[src/rtl/pc_fetch_ctrl.sv]
`default_nettype none
// ============================================================================
//  Module      : pc_fetch_ctrl
//  Description : Program-counter / instruction-fetch sequencer. Issues fetch
//                requests (req/ack) at the current PC, presents fetched words
//                to the decoder (valid/ready), and arbitrates PC updates between
//                sequential increment, branch redirect and interrupt entry.
//  Ports       : clk, rst          - clock, async active-high reset
//                pc_val            - current PC register value
//                pc_inc/pc_ie/pc_in- PC increment strobe, load strobe, load value
//                mem_req/mem_addr  - fetch request and address
//                mem_ack/mem_data  - fetch completion and instruction word
//                instr/instr_valid/instr_ready/stall - decoder handshake
//                br_take/br_target - branch redirect request
//                irq/irq_en/irq_ack/epc - interrupt entry and saved return PC
//  Revision    : 1.0 - initial release
// ============================================================================
module pc_fetch_ctrl #(
  parameter int              ADDR_W    = 16,
  parameter logic [ADDR_W-1:0] IRQ_VEC = 16'h0010,
  parameter int              INIT_HOLD = 2
) (
  input  logic              clk,
  input  logic              rst,
  input  logic [ADDR_W-1:0] pc_val,
  output logic              pc_inc,
  output logic              pc_ie,
  output logic [ADDR_W-1:0] pc_in,
  output logic              mem_req,
  output logic [ADDR_W-1:0] mem_addr,
  input  logic              mem_ack,
  input  logic [15:0]       mem_data,
  output logic [15:0]       instr,
  output logic              instr_valid,
  input  logic              instr_ready,
  input  logic              stall,
  input  logic              br_take,
  input  logic [ADDR_W-1:0] br_target,
  input  logic              irq,
  input  logic              irq_en,
  output logic              irq_ack,
  output logic [ADDR_W-1:0] epc
);

  localparam int c_hold_w = (INIT_HOLD > 1) ? $clog2(INIT_HOLD + 1) : 1;
  localparam logic [c_hold_w-1:0] c_hold_init = c_hold_w'(INIT_HOLD);
  localparam logic [c_hold_w-1:0] c_hold_one  = c_hold_w'(1);

  typedef enum logic [1:0] {
    S_HOLD  = 2'd0,
    S_FETCH = 2'd1,
    S_ISSUE = 2'd2,
    S_REDIR = 2'd3
  } state_t;

  state_t              r_state;
  state_t              w_state_nxt;
  logic [c_hold_w-1:0] r_hold_cnt;
  logic                r_br_pend;
  logic [ADDR_W-1:0]   r_br_addr;
  logic [ADDR_W-1:0]   r_redir_addr;
  logic [15:0]         r_instr;
  logic [ADDR_W-1:0]   r_epc;

  logic                w_capture;
  logic                w_redir_load;
  logic [ADDR_W-1:0]   w_redir_val;
  logic                w_epc_load;
  logic                w_xfer;

  assign instr = r_instr;
  assign epc   = r_epc;

  // State register
  always_ff @(posedge clk or posedge rst) begin
    if (rst) begin
      r_state <= S_HOLD;
    end else begin
      r_state <= w_state_nxt;
    end
  end

  // Next-state and strobe decode
  always_comb begin
    w_state_nxt  = r_state;
    pc_inc       = 1'b0;
    pc_ie        = 1'b0;
    pc_in        = '0;
    mem_req      = 1'b0;
    mem_addr     = '0;
    instr_valid  = 1'b0;
    irq_ack      = 1'b0;
    w_capture    = 1'b0;
    w_redir_load = 1'b0;
    w_redir_val  = '0;
    w_epc_load   = 1'b0;
    w_xfer       = 1'b0;
    case (r_state)
      S_HOLD: begin
        // A count of 0 or 1 means this is the last hold cycle.
        if (r_hold_cnt <= c_hold_one) begin
          w_state_nxt = S_FETCH;
        end
      end
      S_FETCH: begin
        mem_req  = 1'b1;
        mem_addr = pc_val;
        if (mem_ack) begin
          // A branch arriving with the ack counts as pending: the word is
          // dropped and the PC is not advanced.
          if (r_br_pend || br_take) begin
            w_redir_load = 1'b1;
            w_redir_val  = br_take ? br_target : r_br_addr;
            w_state_nxt  = S_REDIR;
          end else begin
            pc_inc      = 1'b1;
            w_capture   = 1'b1;
            w_state_nxt = S_ISSUE;
          end
        end
      end
      S_ISSUE: begin
        instr_valid = 1'b1;
        w_xfer      = instr_ready & ~stall;
        if (br_take) begin
          w_redir_load = 1'b1;
          w_redir_val  = br_target;
          w_state_nxt  = S_REDIR;
        end else if (w_xfer) begin
          if (irq && irq_en) begin
            // pc_val already points past the transferred instruction.
            irq_ack      = 1'b1;
            w_epc_load   = 1'b1;
            w_redir_load = 1'b1;
            w_redir_val  = IRQ_VEC;
            w_state_nxt  = S_REDIR;
          end else begin
            w_state_nxt = S_FETCH;
          end
        end
      end
      S_REDIR: begin
        pc_ie       = 1'b1;
        pc_in       = r_redir_addr;
        w_state_nxt = S_FETCH;
      end
      default: begin
        w_state_nxt = S_HOLD;
      end
    endcase
  end

  // Hold counter
  always_ff @(posedge clk or posedge rst) begin
    if (rst) begin
      r_hold_cnt <= c_hold_init;
    end else if (r_state == S_HOLD && r_hold_cnt != '0) begin
      r_hold_cnt <= r_hold_cnt - c_hold_one;
    end
  end

  // Pending branch: captured while fetching; in REDIR it only survives if a
  // new branch arrives during that cycle.
  always_ff @(posedge clk or posedge rst) begin
    if (rst) begin
      r_br_pend <= 1'b0;
      r_br_addr <= '0;
    end else begin
      if (r_state == S_FETCH) begin
        if (br_take) begin
          r_br_pend <= 1'b1;
          r_br_addr <= br_target;
        end
      end else if (r_state == S_REDIR) begin
        r_br_pend <= br_take;
        if (br_take) begin
          r_br_addr <= br_target;
        end
      end
    end
  end

  // Datapath registers
  always_ff @(posedge clk or posedge rst) begin
    if (rst) begin
      r_redir_addr <= '0;
      r_instr      <= '0;
      r_epc        <= '0;
    end else begin
      if (w_redir_load) begin
        r_redir_addr <= w_redir_val;
      end
      if (w_capture) begin
        r_instr <= mem_data;
      end
      if (w_epc_load) begin
        r_epc <= pc_val;
      end
    end
  end

endmodule
`default_nettype wire

[config.mk]
export PLATFORM = sky130hd
export DESIGN_NAME = pc_fetch_ctrl
export DESIGN_NICKNAME = d
export VERILOG_FILES = /design/src/rtl/pc_fetch_ctrl.sv
export SDC_FILE = /design/constraint.sdc
export NUM_CORES = 1
export LEC_CHECK = 0
export ABC_CLOCK_PERIOD_IN_PS = 3800
export CAP_MARGIN = 10
export CORE_ASPECT_RATIO = 1.2
export CORE_MARGIN = 2
export CORE_UTILIZATION = 50
export CTS_BUF_LIST = sky130_fd_sc_hd__clkbuf_2
export CTS_CLUSTER_SIZE = 10
export DETAILED_ROUTE_END_ITERATION = 8
export PLACE_DENSITY = 0.84
export SYNTH_ARGS = -nofsm -noshare
export SYNTH_HDL_FRONTEND = slang
export SYNTH_SLANG_ARGS = --single-unit
[constraint.sdc]
create_clock -name clk -period 3.8 [get_ports clk]
set_input_delay 0.57 -clock clk [delete_from_list [all_inputs] [get_ports clk]]
set_output_delay 0.57 -clock clk [all_outputs]
set_load 0.02 [all_outputs]
==> metrics.md <==
| Metric | Value |
|---|---|
| Worst Path Max Fanout | `17` |
| Cell Pwr Density | `704 nW/um2` |
| RSZ-0062 raised after global routing | `false` |
| FMAX | `0.347 GHz` |
| Final Slew Violations | `0` |
| Met3 wire length | `627 um` |
| Core Area | `6730 um2` |
| RD Place Congestion | `0.823` |
| Total CTS buffers | `9` |
| Worst IR Drop VDD | `0.427 mV` |
| # port buffers | `124` |
| Fill cell count | `480` |
| Routed met2 length | `3870 um` |
| Largest area contributor in the netlist | `dfrtp_1` |
| Final Cycle Share | `0.759` |
| Post-synthesis cell area | `3420 um2` |
| CTS tree | `done` |
| Largest net degree at the start of global routing | `37` |
| EDFF count, synth | `0` |
| Root Driver | `clkbuf_2` |
| Post-synthesis cell type count | `38` |
| Number of global-route vias before repair | `2660` |
| Endpoints failing setup | `0` |
| Initial antenna violation count | `0` |
| GRT Total Usage | `0.220` |
| Slew HR | `0.502` |
| Routed WL | `7810 um` |
| Proportion of synthesized chip area in sequential cells | `0.505` |
| WP data arrival | `2.31 ns` |
| Metal-1 WL | `3160 um` |
| Mapped Cells | `288` |
| Die Y | `94.6 um` |
| Clk_lat worst skew | `0.49 ns` |
| Design Area, Final | `4820 um2` |
| Synth top area share | `0.497` |
| Final nets | `474` |
| Max_cap viols | `0` |
| Initial core utilization | `0.508` |
| Syn_area_per_cell | `11.9 um2` |
| Leakage Power | `0.00211 uW` |
| Reg clk slew, reported paths | `0.20 ns` |
| Run status | `completed` |
| Cts-stage hold buffer count | `0` |
| Grt ovf | `0` |
| Ys Warns | `0` |
| Fraction of layout cells with a size suffix above 1 | `0.194` |
| Row cnt | `33` |
| Synthesized Nets | `350` |
| First-pass GRT wire length | `12800 um` |
| TNS Setup | `0 ns` |
| Routed Antenna Nets | `0` |
| DR DRC count | `0` |
| Cts repair resizes | `0` |
| Element type at the critical path start | `register` |
| Htree depth | `3` |
| Io pins | `125` |
| Hold Path Class | `in2async` |
| Required @ worst endpoint | `3.23 ns` |
| Most used DFF post-synth | `dfrtp_1` |
| Ys async rst share | `1.00` |
| Final Core Density | `0.717` |
| Die width | `79.5 um` |
| R2R depth | `4` |
| DR vias | `2634` |
| Worst Tran Pin Value | `0.746 ns` |
| Antenna diodes | `0` |
| First drt pass iteration count | `6` |
| Top cells by area, synth | `dfrtp_1, mux2_2, and2_1, ha_1, nand2_1` |
| Initial DRC count | `131` |
| Die footprint | `7520 um2` |
| Clock period minus worst slack | `2.88 ns` |
| Avg Vias per Cell | `5.23` |
| Worst Clk Skew | `0.0340 ns` |
| CP Capture Type | `primary output` |
| #FFs+latches synth | `69` |
| Hpwl dp | `5710 um` |
| Final Hold Fails | `0` |
| Setup CP Type | `reg2out` |
| Wire per inst | `15.5 um` |
| Layout area overhead | `41.0%` |
| Setup bufs post-CTS | `0` |
| Worst R2R Setup Slack | `1.76 ns` |
| Placed Area | `4700 um2` |
| R2R Path End | `r_br_addr[10]$_DFFE_PP0P_` |
| Clock tree buffer depth | `2` |
| Max layer used | `met4` |
| Worst r2r src | `r_state[0]$_DFFE_PP0P_` |
| Fin Hold WS | `0.501 ns` |
| Num Clock Sinks | `69` |
[worst max path at each step]
stage | start | endpoint | slack (ns) | cells past startpoint
floorplan | rst | epc[0]$_DFFE_PP0P_ | 1.49 | 1
global placement | br_take | irq_ack | 0.96 | 5
detailed placement | br_take | irq_ack | 0.94 | 5
CTS | r_state[1]$_DFFE_PP0P_ | pc_inc | 0.88 | 6
global route | r_state[1]$_DFFE_PP0P_ | pc_inc | 0.74 | 6
finish | r_state[1]$_DFFE_PP0P_ | pc_inc | 0.92 | 6
[metrics by stage]
step           power [uW]  instances  setup WS (ns)
3_3_place_gp         2910        488          0.963
5_1_grt              3620        504          0.743
4_1_cts              3430        504          0.879
2_1_floorplan        2270        288           1.49
3_5_place_dp         2970        488          0.943
6_report             3400        504          0.916
[cell families (layout without fill, tap and decap cells)]
family,count (synthesis),after routing,synth area share
adders and majority gates,6,6,0.0219
DFF,69,69,0.505
buffers and inverters,30,159,0.0497
AOI/OAI and AO/OA,49,49,0.105
xor gates and xnor gates,1,1,0.00256
and+or+nand+nor,74,74,0.122
muxes,59,59,0.194
[state kept, by name, indices dropped and copies added (netlist names)]
| register | cells |
|---|---|
| instr | 16 |
| r_br_addr | 16 |
| r_redir_addr | 16 |
| r_hold_cnt | 2 |
| r_br_pend | 1 |
| r_state | 2 |
| epc | 16 |
[cells in the final DEF (no fill, tap or decap), drive strengths merged, types with 8 or more instances in the layout]
| cell type | n |
|---|---|
| a21oi | 8 |
| mux2 | 55 |
| inv | 12 |
| clkbuf | 9 |
| nand2 | 20 |
| o21ai | 14 |
| clkdlybuf4s50 | 124 |
| and2 | 34 |
| dfrtp | 68 |
[per-layer routing]
layer,global-route usage,vias to the layer above
met5,0,-
met4,0.0848,0
met3,0.0574,13
met2,0.375,98
met1,0.267,1272
li1,-,1251
[final cells by class]
class                   count  area, um2  share of cell area
inverters                  12       45.0             0.00934
clock inverters             7       80.1              0.0166
repair buffers            131       1290               0.268
clock buffers               9       45.0             0.00934
multi-input cells         189       1520               0.316
flip-flops and latches     69       1730               0.358
well taps                  87        109              0.0226
[report_power, final]
group	internal [uW]	total (uW)	switching, uW
combinational	885	1730	847
clock	209	458	249
sequential	1040	1210	171
[synthesized netlist by cell type (3+ instances only)]
cell / number
o21ai_0: 13
clkbuf_1: 6
nor2_1: 6
inv_1: 11
mux2i_1: 4
and2_1: 34
a21oi_1: 7
buf_2: 4
a22o_1: 6
o2bb2ai_1: 5
o211ai_1: 7
ha_1: 6
nand2b_1: 6
a32oi_1: 4
dfrtp_1: 68
nand2_1: 18
mux2_2: 51
mux2_1: 3
buf_6: 6
[critical path, stage by stage (launching register included)]
cell and delay (ns):
dfrtp_1 0.43, inv_1 0.11, ha_1 0.19, nand2_2 0.10, nor3_4 0.11, buf_4 0.25
clkdlybuf4s50_1 0.65
Note: power is estimated with default switching activity, not from simulation.
